--- src/rtl/rate_recovery_pkg.sv ---
// Shared types for the clock rate recovery front end.
// Pure declarations, no logic; imported by every file of the block.
package rate_recovery_pkg;

  localparam int RATE_COUNTER_WIDTH = 4;

  typedef logic [RATE_COUNTER_WIDTH-1:0] rate_t;
  typedef logic [RATE_COUNTER_WIDTH:0]   diff_t;

  localparam rate_t RATE_MAX = '1;

  typedef struct packed {
    logic rise;
    logic fall;
    logic any;
  } recovered_events_s;

  typedef enum logic [0:0] {
    IDLE    = 1'b0,
    MEASURE = 1'b1
  } recovery_state_e;

  // One extra bit keeps the subtraction from wrapping
  function automatic diff_t abs_diff(input rate_t a, input rate_t b);
    diff_t ea;
    diff_t eb;
    ea = {1'b0, a};
    eb = {1'b0, b};
    return (ea >= eb) ? (ea - eb) : (eb - ea);
  endfunction

endpackage

--- src/rtl/rate_recovery_if.sv ---
// Control inputs and recovered-rate outputs of the rate recovery block.
// master: the recovery block; slave: the driving/consuming generation side.
interface rate_recovery_if;
  import rate_recovery_pkg::*;

  logic              recovery_en_i;
  logic              clear_state_i;
  logic              sense_clk_i;
  recovered_events_s recovered_events_o;
  rate_t             high_rate_o;
  rate_t             low_rate_o;
  logic              high_locked_o;
  logic              low_locked_o;
  logic              fully_locked_in_o;
  logic              drift_violation_o;
  logic              stall_violation_o;

  modport master (
    input  recovery_en_i,
    input  clear_state_i,
    input  sense_clk_i,
    output recovered_events_o,
    output high_rate_o,
    output low_rate_o,
    output high_locked_o,
    output low_locked_o,
    output fully_locked_in_o,
    output drift_violation_o,
    output stall_violation_o
  );

  modport slave (
    output recovery_en_i,
    output clear_state_i,
    output sense_clk_i,
    input  recovered_events_o,
    input  high_rate_o,
    input  low_rate_o,
    input  high_locked_o,
    input  low_locked_o,
    input  fully_locked_in_o,
    input  drift_violation_o,
    input  stall_violation_o
  );

endinterface

--- src/rtl/rate_recovery_half_rate_tracker.sv ---
// Holds one half-period rate and counts consecutive in-window re-measurements to lock.
// Rate/lock/drift registered, 1 cycle after measure_i; clear_i overrides a measurement.
module rate_recovery_half_rate_tracker
  import rate_recovery_pkg::*;
#(
  parameter int LOCK_COUNT   = 2,
  parameter int DRIFT_WINDOW = 1
) (
  input  logic  clk,
  input  logic  rst,
  input  logic  clear_i,
  input  logic  measure_i,
  input  rate_t measured_i,
  output rate_t rate_o,
  output logic  locked_o,
  output logic  drift_o
);

  typedef logic [3:0] match_t;

  localparam match_t LOCK_MATCH = match_t'(LOCK_COUNT);
  localparam diff_t  WINDOW     = diff_t'(DRIFT_WINDOW);

  rate_t  rate_q, rate_d;
  match_t match_q, match_d;
  logic   vld_q, vld_d;
  logic   drift_q, drift_d;

  logic locked;
  logic in_window;

  assign locked    = (match_q == LOCK_MATCH);
  assign in_window = (abs_diff(measured_i, rate_q) <= WINDOW);

  always_comb begin
    rate_d  = rate_q;
    match_d = match_q;
    vld_d   = vld_q;
    drift_d = 1'b0;
    if (clear_i) begin
      rate_d  = '0;
      match_d = '0;
      vld_d   = 1'b0;
    end else if (measure_i) begin
      if (!vld_q) begin
        rate_d  = measured_i;
        match_d = '0;
        vld_d   = 1'b1;
      end else if (in_window) begin
        // Once locked the held rate is frozen so small jitter cannot walk it away
        if (!locked) begin
          rate_d  = measured_i;
          match_d = match_q + 1'b1;
        end
      end else begin
        rate_d  = measured_i;
        match_d = '0;
        drift_d = locked;
      end
    end
  end

  always_ff @(posedge clk) begin
    if (rst) begin
      rate_q  <= '0;
      match_q <= '0;
      vld_q   <= 1'b0;
      drift_q <= 1'b0;
    end else begin
      rate_q  <= rate_d;
      match_q <= match_d;
      vld_q   <= vld_d;
      drift_q <= drift_d;
    end
  end

  assign rate_o   = rate_q;
  assign locked_o = locked;
  assign drift_o  = drift_q;

endmodule

--- src/rtl/rate_recovery.sv ---
// Detects sense clock edges, measures high/low half-periods and reports lock status.
// All outputs registered, 1 cycle after the sampled edge; no backpressure, events are pulses.
module rate_recovery
  import rate_recovery_pkg::*;
#(
  parameter int LOCK_COUNT   = 2,
  parameter int DRIFT_WINDOW = 1
) (
  input  logic            clk,
  input  logic            rst,
  rate_recovery_if.master rr
);

  recovery_state_e   state_q, state_d;
  rate_t             cnt_q, cnt_d;
  logic              prev_q, prev_d;
  logic              primed_q, primed_d;
  recovered_events_s events_q, events_d;
  logic              stall_q, stall_d;

  logic  hold;
  logic  rise;
  logic  fall;
  logic  any_edge;
  logic  cnt_sat;
  logic  measure_en;
  logic  stall;
  rate_t high_rate, low_rate;
  logic  high_locked, low_locked;
  logic  high_drift, low_drift;

  assign hold     = rr.clear_state_i | ~rr.recovery_en_i;
  // primed_q masks the first enabled cycle, where prev_q still holds the cleared value
  assign rise     = primed_q &  rr.sense_clk_i & ~prev_q;
  assign fall     = primed_q & ~rr.sense_clk_i &  prev_q;
  assign any_edge = rise | fall;
  assign cnt_sat  = (cnt_q == RATE_MAX);

  always_ff @(posedge clk) begin
    if (rst) begin
      state_q <= IDLE;
    end else begin
      state_q <= state_d;
    end
  end

  always_comb begin
    state_d = state_q;
    case (state_q)
      IDLE:    if (any_edge) state_d = MEASURE;
      MEASURE: if (stall)    state_d = IDLE;
      default:               state_d = IDLE;
    endcase
    if (hold) begin
      state_d = IDLE;
    end
  end

  always_comb begin
    measure_en = 1'b0;
    stall      = 1'b0;
    case (state_q)
      MEASURE: begin
        measure_en = any_edge;
        stall      = ~any_edge & cnt_sat;
      end
      default: begin
        measure_en = 1'b0;
        stall      = 1'b0;
      end
    endcase
  end

  always_comb begin
    prev_d        = rr.sense_clk_i;
    primed_d      = 1'b1;
    events_d      = '0;
    events_d.rise = rise;
    events_d.fall = fall;
    events_d.any  = any_edge;
    stall_d       = stall;
    cnt_d         = cnt_q;
    // An edge on the saturating cycle reloads here and is measured as all-ones
    if (any_edge) begin
      cnt_d = rate_t'(1);
    end else if (stall) begin
      cnt_d = '0;
    end else if ((state_q == MEASURE) && !cnt_sat) begin
      cnt_d = cnt_q + 1'b1;
    end
    if (hold) begin
      prev_d   = 1'b0;
      primed_d = 1'b0;
      events_d = '0;
      stall_d  = 1'b0;
      cnt_d    = '0;
    end
  end

  always_ff @(posedge clk) begin
    if (rst) begin
      cnt_q    <= '0;
      prev_q   <= 1'b0;
      primed_q <= 1'b0;
      events_q <= '0;
      stall_q  <= 1'b0;
    end else begin
      cnt_q    <= cnt_d;
      prev_q   <= prev_d;
      primed_q <= primed_d;
      events_q <= events_d;
      stall_q  <= stall_d;
    end
  end

  // A fall closes the high half-period, a rise closes the low one
  rate_recovery_half_rate_tracker #(
    .LOCK_COUNT   (LOCK_COUNT),
    .DRIFT_WINDOW (DRIFT_WINDOW)
  ) u_high (
    .clk        (clk),
    .rst        (rst),
    .clear_i    (hold | stall),
    .measure_i  (measure_en & fall),
    .measured_i (cnt_q),
    .rate_o     (high_rate),
    .locked_o   (high_locked),
    .drift_o    (high_drift)
  );

  rate_recovery_half_rate_tracker #(
    .LOCK_COUNT   (LOCK_COUNT),
    .DRIFT_WINDOW (DRIFT_WINDOW)
  ) u_low (
    .clk        (clk),
    .rst        (rst),
    .clear_i    (hold | stall),
    .measure_i  (measure_en & rise),
    .measured_i (cnt_q),
    .rate_o     (low_rate),
    .locked_o   (low_locked),
    .drift_o    (low_drift)
  );

  assign rr.recovered_events_o = events_q;
  assign rr.high_rate_o        = high_rate;
  assign rr.low_rate_o         = low_rate;
  assign rr.high_locked_o      = high_locked;
  assign rr.low_locked_o       = low_locked;
  assign rr.fully_locked_in_o  = high_locked & low_locked;
  assign rr.drift_violation_o  = high_drift | low_drift;
  assign rr.stall_violation_o  = stall_q;

endmodule

--- src/flat_wrapper.sv ---
// flat-port wrapper written by rule: the top's interface ports become plain ports
module rate_recovery_flat import rate_recovery_pkg::*;
#(
  parameter int LOCK_COUNT   = 2,
  parameter int DRIFT_WINDOW = 1
)
  (clk, rst, rr_recovery_en_i, rr_clear_state_i, rr_sense_clk_i, rr_recovered_events_o, rr_high_rate_o, rr_low_rate_o, rr_high_locked_o, rr_low_locked_o, rr_fully_locked_in_o, rr_drift_violation_o, rr_stall_violation_o);
  rate_recovery_if rr_i ();
  input  logic clk;
  input  logic rst;
  input wire logic [$bits(rr_i.recovery_en_i)-1:0] rr_recovery_en_i;
  input wire logic [$bits(rr_i.clear_state_i)-1:0] rr_clear_state_i;
  input wire logic [$bits(rr_i.sense_clk_i)-1:0] rr_sense_clk_i;
  output wire logic [$bits(rr_i.recovered_events_o)-1:0] rr_recovered_events_o;
  output wire logic [$bits(rr_i.high_rate_o)-1:0] rr_high_rate_o;
  output wire logic [$bits(rr_i.low_rate_o)-1:0] rr_low_rate_o;
  output wire logic [$bits(rr_i.high_locked_o)-1:0] rr_high_locked_o;
  output wire logic [$bits(rr_i.low_locked_o)-1:0] rr_low_locked_o;
  output wire logic [$bits(rr_i.fully_locked_in_o)-1:0] rr_fully_locked_in_o;
  output wire logic [$bits(rr_i.drift_violation_o)-1:0] rr_drift_violation_o;
  output wire logic [$bits(rr_i.stall_violation_o)-1:0] rr_stall_violation_o;
  assign rr_i.recovery_en_i = rr_recovery_en_i;
  assign rr_i.clear_state_i = rr_clear_state_i;
  assign rr_i.sense_clk_i = rr_sense_clk_i;
  assign rr_recovered_events_o = rr_i.recovered_events_o;
  assign rr_high_rate_o = rr_i.high_rate_o;
  assign rr_low_rate_o = rr_i.low_rate_o;
  assign rr_high_locked_o = rr_i.high_locked_o;
  assign rr_low_locked_o = rr_i.low_locked_o;
  assign rr_fully_locked_in_o = rr_i.fully_locked_in_o;
  assign rr_drift_violation_o = rr_i.drift_violation_o;
  assign rr_stall_violation_o = rr_i.stall_violation_o;
  rate_recovery #(.LOCK_COUNT(LOCK_COUNT), .DRIFT_WINDOW(DRIFT_WINDOW)) u_core (.clk(clk), .rst(rst), .rr(rr_i));
endmodule
--- config.mk ---
export PLATFORM = sky130hd
export DESIGN_NAME = rate_recovery_flat
export DESIGN_NICKNAME = d
export VERILOG_FILES = /design/src/rtl/rate_recovery_pkg.sv /design/src/rtl/rate_recovery_if.sv /design/src/rtl/rate_recovery_half_rate_tracker.sv /design/src/rtl/rate_recovery.sv /design/src/flat_wrapper.sv
export SDC_FILE = /design/constraint.sdc
export NUM_CORES = 1
export LEC_CHECK = 0
export CELL_PAD_IN_SITES_DETAIL_PLACEMENT = 1
export CELL_PAD_IN_SITES_GLOBAL_PLACEMENT = 1
export CORE_MARGIN = 1
export CORE_UTILIZATION = 44
export CTS_BUF_LIST = sky130_fd_sc_hd__clkbuf_16
export CTS_CLUSTER_DIAMETER = 30
export CTS_CLUSTER_SIZE = 40
export DETAILED_ROUTE_END_ITERATION = 16
export PLACE_DENSITY_LB_ADDON = 0.05
export SYNTH_ARGS = -nofsm -noshare
export SYNTH_HDL_FRONTEND = slang
export SYNTH_HIERARCHICAL = 1
export SYNTH_SLANG_ARGS = --single-unit
--- constraint.sdc ---
create_clock -name clk -period 3.3 [get_ports clk]
set_input_delay 0.66 -clock clk [delete_from_list [all_inputs] [get_ports clk]]
set_output_delay 0.66 -clock clk [all_outputs]
set_load 0.01 [all_outputs]
==> results.ini, run 1 <==
[logic_synthesis]
synth_edf_count=0
synth_seq_area_share_pct=27.74
synth_fp_nets=292
ys_warn_count=6
async_flop_share_pct=0
synth_top_area_cell=dfxtp_1
ys_types=56
syn_area_mm2=0.002237
netlist_instances=262
synth.avg_cell_area_um2=8.539
synth-seq-cells=31
yosysTopAreaCellShare_pct=27.74
yosys-top-cells-area=dfxtp_1 28%, ha_1 12%, inv_1 5.0%, nand2_1 4.0%, nand3_1 3.8%
ys.flop_type=dfxtp_1

[pwr]
p_int_uw=738.2
netSwitchingFraction_pct=19.23
clkPwrFrac_pct=56.1
p_comb_share_pct=2.7
power_frac_seq_pct=41.3
vdd_drop_max_mv=0.2934
p_switching_uw=175.8
leakage_uw=0.001030
powerDensity_mw_per_mm2=343.7
power.total_uw=913.9

[detailed_routing]
vias_per_cell=5.434
wl_per_cell_um=15.39
vias=1929
ant_nets=0
routed_wl_um=5463
route.detailed.drc=0
drt_first_iter_violations=95
first_pass_iters=4

[critical_path]
critical-path-top-cell-by-count=inv_1
r2r_setup_slack_ns=0.59
critPathCaptureType=flop
worstPathMaxFanout=9
r2r_end=u_core/u_low/rate_o[2]
r2r_start=u_core/cnt_q[0]
critPathBufInv=2
cp_top_family=compound AO/OA/AOI/OAI gates
path_cells=inv_1 > ha_1 > inv_1 > fa_1 > or4_1 > o211ai_2 > o2bb2a_4 > a41o_1 > mux2i_1
r2r_cells=9
critPathRequiredTime_ns=3.45
arrival_ns=2.86
slowest_delay_ns=0.55
critical_path_class=flop to flop
start_kind=flop
cpMaxStageDelayCell=or4_1

[worst_hold_path]
min-delay-start=u_core/u_low/match_q[3]
hold_class=flop to flop
hold_depth=2
hold_end=u_core/u_low/match_q[3]

[layout]
diodes=0
nets=317
layout_commonest_cell=dfxtp_1
syn_to_final_growth_pct=18.85
final_util_pct=55.19
layout-drive-gt1-share_pct=9.375
final_cell_mix=31 x dfxtp_1, 30 x inv_1, 24 x nand2_1

[global_routing]
grt_use_met1_pct=30.15
track_usage_pct=21.79
grt_pass1_wl_um=8935
gr-usage-met3_pct=3.292
grt_overflow=0
grt_pass1_vias=1899
grt_max_degree=13
grt-busiest-layer=met2
antenna_found_initial=0
use_met2_pct=35.19

[timing]
fin_worst_skew_ns=0.004639
max_freq_ghz=0.3688
rsz0062_at_grt=false
relSlewSlack_pct=64.22
fin_crit_sh_pct=82.17
hold_violations=0
tns_ns=0
tightest_slew_ns=0.5310
slew_violations=0
fin_crit_ns=2.712
final-setup-viol-count=0

[floorplanning]
num_rows=25
die_y_um=73.31
placeableCoreArea_mm2=0.004817
die_x_um=73.31
num_io_pins=21
start_util_pct=46.44
die-area_mm2=0.005374

[cts]
clkSlewWorstSetupHoldPaths_ns=0.05
cts_buffers=5
postCtsSetupBuffers=0
clockBufferDepth=2
h-tree-depth=2
cts.repair.resized=0
hold_buffers=0
cts_root_buf=clkbuf_16
clk_latency_ns=0.28
clkSinkCount=31
cts_tree=done

[placement]
gp_congestion=0.8158
dp_hpwl_um=4308
portBuffers=20

[status]
outcome=finished, final reports clean

[job]
cap_violations=0

## synth_stat cells, types with 2 or more instances
cell type  count
nand2_1       24
nor4_1         3
nand2b_1       2
a2111oi_0      2
ha_1          21
a31oi_1        5
o21ai_0        9
nand3b_1       3
or2_2          3
nor3b_1        4
buf_6          4
xor2_1         4
or4_1          2
nand4_1        3
a21oi_1        9
o21ai_1        2
nand3_1       17
nor2_1        11
buf_4          2
and3_1         6
dfxtp_1       31
o31ai_1        6
fa_1           4
o211ai_1       2
or3_1          2
o21a_1         3
inv_1         30
and2_1         3
nor3_1         9
mux2i_1        8
nor2b_1        3
## worst register-to-register path, stage by stage (launching register included)
cell	delay [ns]
dfxtp_1	0.40
inv_1	0.10
ha_1	0.20
inv_1	0.06
fa_1	0.39
or4_1	0.55
o211ai_2	0.19
o2bb2a_4	0.18
a41o_1	0.36
mux2i_1	0.16
## power groups by stage
stage | Sequential, µW | Clock [µW] | Combinational, µW
6_report | 377 | 512 | 24.3
5_1_grt | 377 | 538 | 27.0
3_3_place_gp | 385 | 0 | 23.8
2_1_floorplan | 385 | 0 | 13.8
4_1_cts | 377 | 524 | 24.4
3_5_place_dp | 385 | 0 | 24.4
## cell families after synthesis
group / Yosys count / synth area share [%]
compound gates: 52 / 18.79
xor+xnor: 5 / 1.957
fa+ha+maj: 25 / 15.32
buf+inv: 39 / 8.221
flops: 31 / 27.74
mux: 8 / 3.580
simple gates: 102 / 24.39
## cell type report
cell class	instances	area, µm²
inverter	32	120.1
multi-input combinational	192	1433
sequential	31	620.6
fill	597	2158
clock inverter	3	38.79
clock buffer	5	125.1
timing repair buffer	25	237.7
tap	67	83.83
## worst max path at each step
stage	start	endpoint	cells after the start
floorplan	u_core/cnt_q[1]	u_core/u_high/rate_o[1]	10
global placement	rr_sense_clk_i	u_core/u_high/match_q[3]	10
detailed placement	rr_sense_clk_i	u_core/u_high/match_q[3]	10
CTS	u_core/cnt_q[0]	u_core/u_low/rate_o[1]	9
global route	u_core/cnt_q[0]	u_core/u_high/rate_o[2]	10
finish	u_core/cnt_q[0]	u_core/u_low/rate_o[2]	9
## sequential cells by signal, summed over array words and instances (netlist names), 3 cells and up
| signal | count |
|---|---|
| u_core/cnt_q | 4 |
| u_core/rr.recovered_events_o | 3 |
| u_core/u_high/match_q | 4 |
| u_core/u_high/rate_o | 4 |
| u_core/u_low/match_q | 4 |
| u_core/u_low/rate_o | 4 |
## routing by layer
layer	vias to the layer above	share of wire, %
met3	5	2.6
li1	974	-
met4	0	1.2
met2	27	46
met1	923	50
met5	-	0
## per-stage QoR
stage / setup slack (ns) / hold slack, ns / cells / area [µm²]
after floorplan: 0.7168 / 0.4460 / 262 / 2237
after global placement: 0.4138 / 0.4629 / 347 / 2495
after detailed placement: 0.3880 / 0.4729 / 347 / 2495
after CTS: 0.5736 / 0.4794 / 355 / 2659
after global routing: 0.3798 / 0.4993 / 355 / 2659
final: 0.5883 / 0.4730 / 355 / 2659
Power figures use the tool's default switching activity.
==> run 2: changes to the inputs <==
==> constraint.sdc (replaced) <==
create_clock -name clk -period 2.6 [get_ports clk]
set_input_delay 0.52 -clock clk [delete_from_list [all_inputs] [get_ports clk]]
set_output_delay 0.52 -clock clk [all_outputs]
set_load 0.01 [all_outputs]
==> results.ini, run 2 (synthesis gave the netlist of run 1 again) <==
[pwr]
p_comb_share_pct=3.2  ; +0.5 points
power_frac_seq_pct=45.6  ; +4.3 points
powerDensity_mw_per_mm2=372.1  ; +8.2%
netSwitchingFraction_pct=20.33  ; +1.1 points
p_switching_uw=213.4  ; +21%
vdd_drop_max_mv=0.3396  ; +16%
clkPwrFrac_pct=51.2  ; -4.9 points
p_int_uw=836.0  ; +13%
leakage_uw=0.001091  ; +6.0%

[critical_path]
critical_path_class=flop to flop
start_kind=flop
arrival_ns=2.68  ; -0.18 ns
worstPathMaxFanout=7  ; -2
critPathCaptureType=flop
critPathRequiredTime_ns=2.79  ; -0.66 ns

[detailed_routing]
ant_nets=0  ; unchanged
first_pass_iters=4  ; unchanged
wl_per_cell_um=15.83  ; +2.9%
routed_wl_um=5841  ; +6.9%
vias=2018  ; +4.6%
vias_per_cell=5.469  ; +0.64%
drt_first_iter_violations=62  ; -35%
route.detailed.drc=0  ; unchanged

[placement]
dp_hpwl_um=4507  ; +4.6%
portBuffers=20  ; unchanged
placed_cells=360  ; +3.7%
gp_congestion=0.8238  ; +0.98%

[timing]
final-setup-viol-count=0  ; unchanged
fin_crit_ns=2.487  ; -0.2245 ns
tightest_slew_ns=0.6133  ; +0.08225 ns
relSlewSlack_pct=58.74  ; -5.5 points
finalHoldWorstSlack_ns=0.4833  ; +0.01028 ns
fin_worst_skew_ns=0.003543  ; -0.001096 ns
max_freq_ghz=0.4021  ; +9.0%
hold_violations=0  ; unchanged
slew_violations=0  ; unchanged
fin_crit_sh_pct=95.66  ; +13 points
tns_ns=0  ; unchanged

[status]
outcome=finished, final reports clean

[job]
cap_violations=0  ; unchanged

[layout]
layout-drive-gt1-share_pct=16.89  ; +7.5 points
fin_cells=369  ; +3.9%
final_cell_mix=31 x inv_1, 28 x dfxtp_1, 24 x nand2_1
layout_commonest_cell=inv_1
nets=331  ; +4.4%
syn_to_final_growth_pct=26.06
diodes=0  ; unchanged

[cts]
clk_latency_ns=0.27  ; about the same
h-tree-depth=2  ; unchanged
cts_buffers=5  ; unchanged
clkSlewWorstSetupHoldPaths_ns=0.05  ; about the same
clkSinkCount=31  ; unchanged
clockBufferDepth=2  ; unchanged
hold_buffers=0  ; unchanged
cts_root_buf=clkbuf_16
cts_tree=done

[global_routing]
grt_pass1_vias=2038  ; +7.3%
grt_max_degree=13  ; unchanged
grt_pass1_wl_um=9742  ; +9.0%
grt_overflow=0  ; unchanged
antenna_found_initial=0  ; unchanged
track_usage_pct=23.60  ; +1.8 points

[floorplanning]
die_x_um=73.31  ; unchanged
num_rows=25  ; unchanged
die-area_mm2=0.005374  ; unchanged
num_io_pins=21  ; unchanged
die_y_um=73.31  ; unchanged
placeableCoreArea_mm2=0.004817  ; unchanged
start_util_pct=46.44  ; unchanged

[worst_hold_path]
hold_class=flop to flop

==> run 2: per-layer routing <==
metal | track usage (%) | routed length (µm) | vias to the layer above
li1 | - | - | 1001
met1 | 30.93 | 2770 | 982
met2 | 40.53 | 2886 | 31
met3 | 3.704 | 141 | 4
met4 | 5.983 | 42 | 0
met5 | 0 | 0 | -
==> run 2: critical path: stages (launching register included) <==
cell      delay (ns)
dfxtp_1         0.37
buf_4           0.19
inv_1           0.09
fa_1            0.44
or2_2           0.30
a21oi_1         0.19
o21a_1          0.21
o2bb2a_4        0.16
a41o_4          0.26
mux2i_1         0.21
==> run 2: layout make-up <==
type / instances / area [µm²]
fillers: 598 / 1997
multi-input cells: 192 / 1509
flip-flops and latches: 31 / 624.3
repair buffers: 39 / 346.6
clock buffers: 5 / 125.1
inverters: 32 / 120.1
well taps: 67 / 83.83
clock inverters: 3 / 11.26
==> run 2: power by group through the flow <==
stage	Clock [µW]	Combinational, µW	Sequential, µW
floorplan	0	17.5	488
global placement	0	32.0	488
detailed placement	0	33.0	488
CTS	547	33.3	479
global route	566	36.3	479
finish	537	33.3	479
==> run 2: worst paths after layout <==
path                                              start                      end  slack (ns)  depth (start not counted)
worst max register to register          u_core/cnt_q[1]   u_core/u_low/rate_o[0]        0.11                          9
worst min register to register  u_core/u_low/match_q[3]  u_core/u_low/match_q[3]        0.48                          2
worst min-delay path            u_core/u_low/match_q[3]  u_core/u_low/match_q[3]        0.48                          2
worst max-delay path                    u_core/cnt_q[1]   u_core/u_low/rate_o[0]        0.11                          9
==> run 2: per-stage QoR <==
stage	instance area [µm²]	util [%]	total power, µW	worst slack [ns]
2_1_floorplan	2237	-	505.6	0.01684
3_3_place_gp	2592	53.82	520.5	-0.01570
3_5_place_dp	2592	53.82	521.5	-0.08262
4_1_cts	2751	57.12	1059	-0.005407
5_1_grt	2820	58.55	1081	-0.03576
6_report	2820	58.55	1049	0.1128
==> run 2: repair_timing <==
item,in CTS,in global routing
setup endpoints to repair,14,15
resized for setup,6,14
setup buffers,0,1
pin swaps,0,3
endpoints found under the hold margin,0,0
==> run 3: changes to the inputs <==
--- a/config.mk
+++ b/config.mk
@@ -13,7 +13,8 @@
 export CTS_CLUSTER_DIAMETER = 30
 export CTS_CLUSTER_SIZE = 40
 export DETAILED_ROUTE_END_ITERATION = 16
-export PLACE_DENSITY_LB_ADDON = 0.05
+export PLACE_DENSITY_LB_ADDON = 0.2
+export REMOVE_ABC_BUFFERS = 1
 export SYNTH_ARGS = -nofsm -noshare
 export SYNTH_HDL_FRONTEND = slang
 export SYNTH_HIERARCHICAL = 1
==> results.ini, run 3 (synthesis gave the netlist of run 1 again) <==
[timing]
finalHoldWorstSlack_ns=0.4891  ; +0.005847 ns
slew_violations=0  ; unchanged
max_freq_ghz=0.3842  ; -4.4%
final-setup-viol-count=1  ; +1
fin_crit_ns=2.603  ; +0.1157 ns
hold_violations=0  ; unchanged
fin_worst_skew_ns=0.004762  ; +0.001219 ns
relSlewSlack_pct=68.83  ; +10 points
fin_crit_sh_pct=100.1  ; +4.5 points
setup_ws_ns=-0.002896  ; -0.1157 ns
tightest_slew_ns=0.4627  ; -0.1506 ns

[worst_hold_path]
hold_depth=2  ; unchanged
hold_class=flop to flop

[floorplanning]
num_io_pins=21  ; unchanged
die-area_mm2=0.005374  ; unchanged
die_y_um=73.31  ; unchanged
placeableCoreArea_mm2=0.004817  ; unchanged
die_x_um=73.31  ; unchanged
num_rows=25  ; unchanged
start_util_pct=46.44  ; unchanged

[pwr]
clkPwrFrac_pct=56.6  ; +5.4 points
leakage_uw=0.001143  ; +4.7%
p_comb_share_pct=3.1  ; about the same
netSwitchingFraction_pct=20.90  ; +0.57 points
p_int_uw=939.1  ; +12%
powerDensity_mw_per_mm2=398.1  ; +7.0%
vdd_drop_max_mv=0.3683  ; +8.5%
power_frac_seq_pct=40.3  ; -5.3 points
p_switching_uw=248.2  ; +16%

[cts]
clockBufferDepth=2  ; unchanged
clk_latency_ns=0.28  ; about the same
cts_tree=done
clkSlewWorstSetupHoldPaths_ns=0.06  ; about the same
clkSinkCount=31  ; unchanged
cts_root_buf=clkbuf_16
hold_buffers=0  ; unchanged
cts_buffers=5  ; unchanged
h-tree-depth=2  ; unchanged

[detailed_routing]
routed_wl_um=7615  ; +30%
wl_per_cell_um=20.25  ; +28%
first_pass_iters=4  ; unchanged
vias=2180  ; +8.0%
route.detailed.drc=0  ; unchanged
ant_nets=0  ; unchanged
vias_per_cell=5.798  ; +6.0%
drt_first_iter_violations=97  ; +56%

[critical_path]
slowest_delay_ns=0.38  ; -0.06 ns
cpMaxStageDelayCell=dfxtp_2
arrival_ns=2.79  ; +0.11 ns
critPathRequiredTime_ns=2.78  ; about the same
critical-path-top-cell-by-count=buf_4
r2r_setup_slack_ns=-0.003  ; -0.12 ns
r2r_cells=11  ; +2
worstPathMaxFanout=6  ; -1
path_cells=inv_1 > ha_1 > buf_4 > o21ai_0 > o21ba_2 > o22ai_2 > o311ai_4 > o41ai_4 > buf_4 > nand3_1 > o31ai_1
critical_path_class=flop to flop
start_kind=flop
critPathCaptureType=flop

[layout]
multiInputGateArea_mm2=0.001584  ; +5.0%
layout-drive-gt1-share_pct=22.33  ; +5.4 points
n_fill_cell=573  ; -4.2%
syn_to_final_growth_pct=33.33
diodes=0  ; unchanged
ff_latch_area_um2=623.1  ; -0.20%
nets=338  ; +2.1%
stdcell_area_mm2=0.002983  ; +5.8%
final_cell_mix=30 x inv_1, 29 x dfxtp_1, 25 x buf_4
layout_commonest_cell=inv_1

[placement]
dp_hpwl_um=4702  ; +4.3%
gp_congestion=0.9218  ; +12%
place_area_mm2=0.002620  ; +1.1%
portBuffers=20  ; unchanged

[global_routing]
antenna_found_initial=0  ; unchanged
grt_max_degree=13  ; unchanged
track_usage_pct=27.07  ; +3.5 points
grt_pass1_vias=2213  ; +8.6%
grt_pass1_wl_um=10870  ; +12%
grt_overflow=0  ; unchanged

[status]
violations=negative setup slack
outcome=finished with violations

[job]
cap_violations=0  ; unchanged

## run 3: final timing paths
check	start	endpoint
hold / removal	u_core/u_high/match_q[2]	u_core/u_high/match_q[2]
setup / recovery	u_core/cnt_q[1]	u_core/u_high/rate_o[0]
setup reg to reg	u_core/cnt_q[1]	u_core/u_high/rate_o[0]
hold reg to reg	u_core/u_high/match_q[2]	u_core/u_high/match_q[2]
## run 3: critical path: cells and delay by family (launching register included)
family	cells	cell delay [ns]
flops	1	0.38
buf+inv	3	0.52
simple gates	1	0.12
compound gates	6	1.15
fa+ha+maj	1	0.34
## run 3: final cells by class
class                      count  area share [%]
sequential                    31           20.89
clock inverter                 3           1.300
timing repair buffer          46           13.67
inverter                      32           4.027
multi-input combinational    192           53.10
tap                           67           2.810
clock buffer                   5           4.195
## run 3: per-stage QoR
stage / power [µW] / setup slack [ns] / util, % / setup TNS (ns) / instances
global route: 1219 / -0.1491 / 61.92 / -0.5647 / 376
detailed placement: 522.7 / -0.1603 / 54.39 / -1.387 / 362
finish: 1187 / -0.002896 / 61.92 / -0.002896 / 376
CTS: 1183 / 0.02536 / 58.83 / 0 / 373
floorplan: 504.3 / -0.06051 / - / -0.3628 / 255
global placement: 521.2 / -0.03649 / 54.39 / -0.1895 / 362
## run 3: routing by layer
| layer | vias up | global-route usage, % | share of wire [%] |
|---|---|---|---|
| met5 | - | 0 | 0 |
| met4 | 0 | 9.188 | 2.4 |
| met3 | 21 | 5.350 | 5.0 |
| met2 | 78 | 48.05 | 50 |
| met1 | 1063 | 32.60 | 42 |
| li1 | 1018 | - | - |
## run 3: what timing repair did
action                     4_1_cts  5_1_grt
pin swaps                        2        3
setup endpoints to repair       14       17
setup buffers                    3        3
gates cloned                     0        0
gates resized for setup          7       24
## run 3: power groups by stage
stage | clock [µW] | combinational (µW) | sequential [µW]
3_3_place_gp | 0 | 32.8 | 488
4_1_cts | 670 | 34.6 | 478
6_report | 673 | 36.3 | 478
5_1_grt | 702 | 38.7 | 478
3_5_place_dp | 0 | 34.2 | 489
2_1_floorplan | 0 | 16.0 | 488
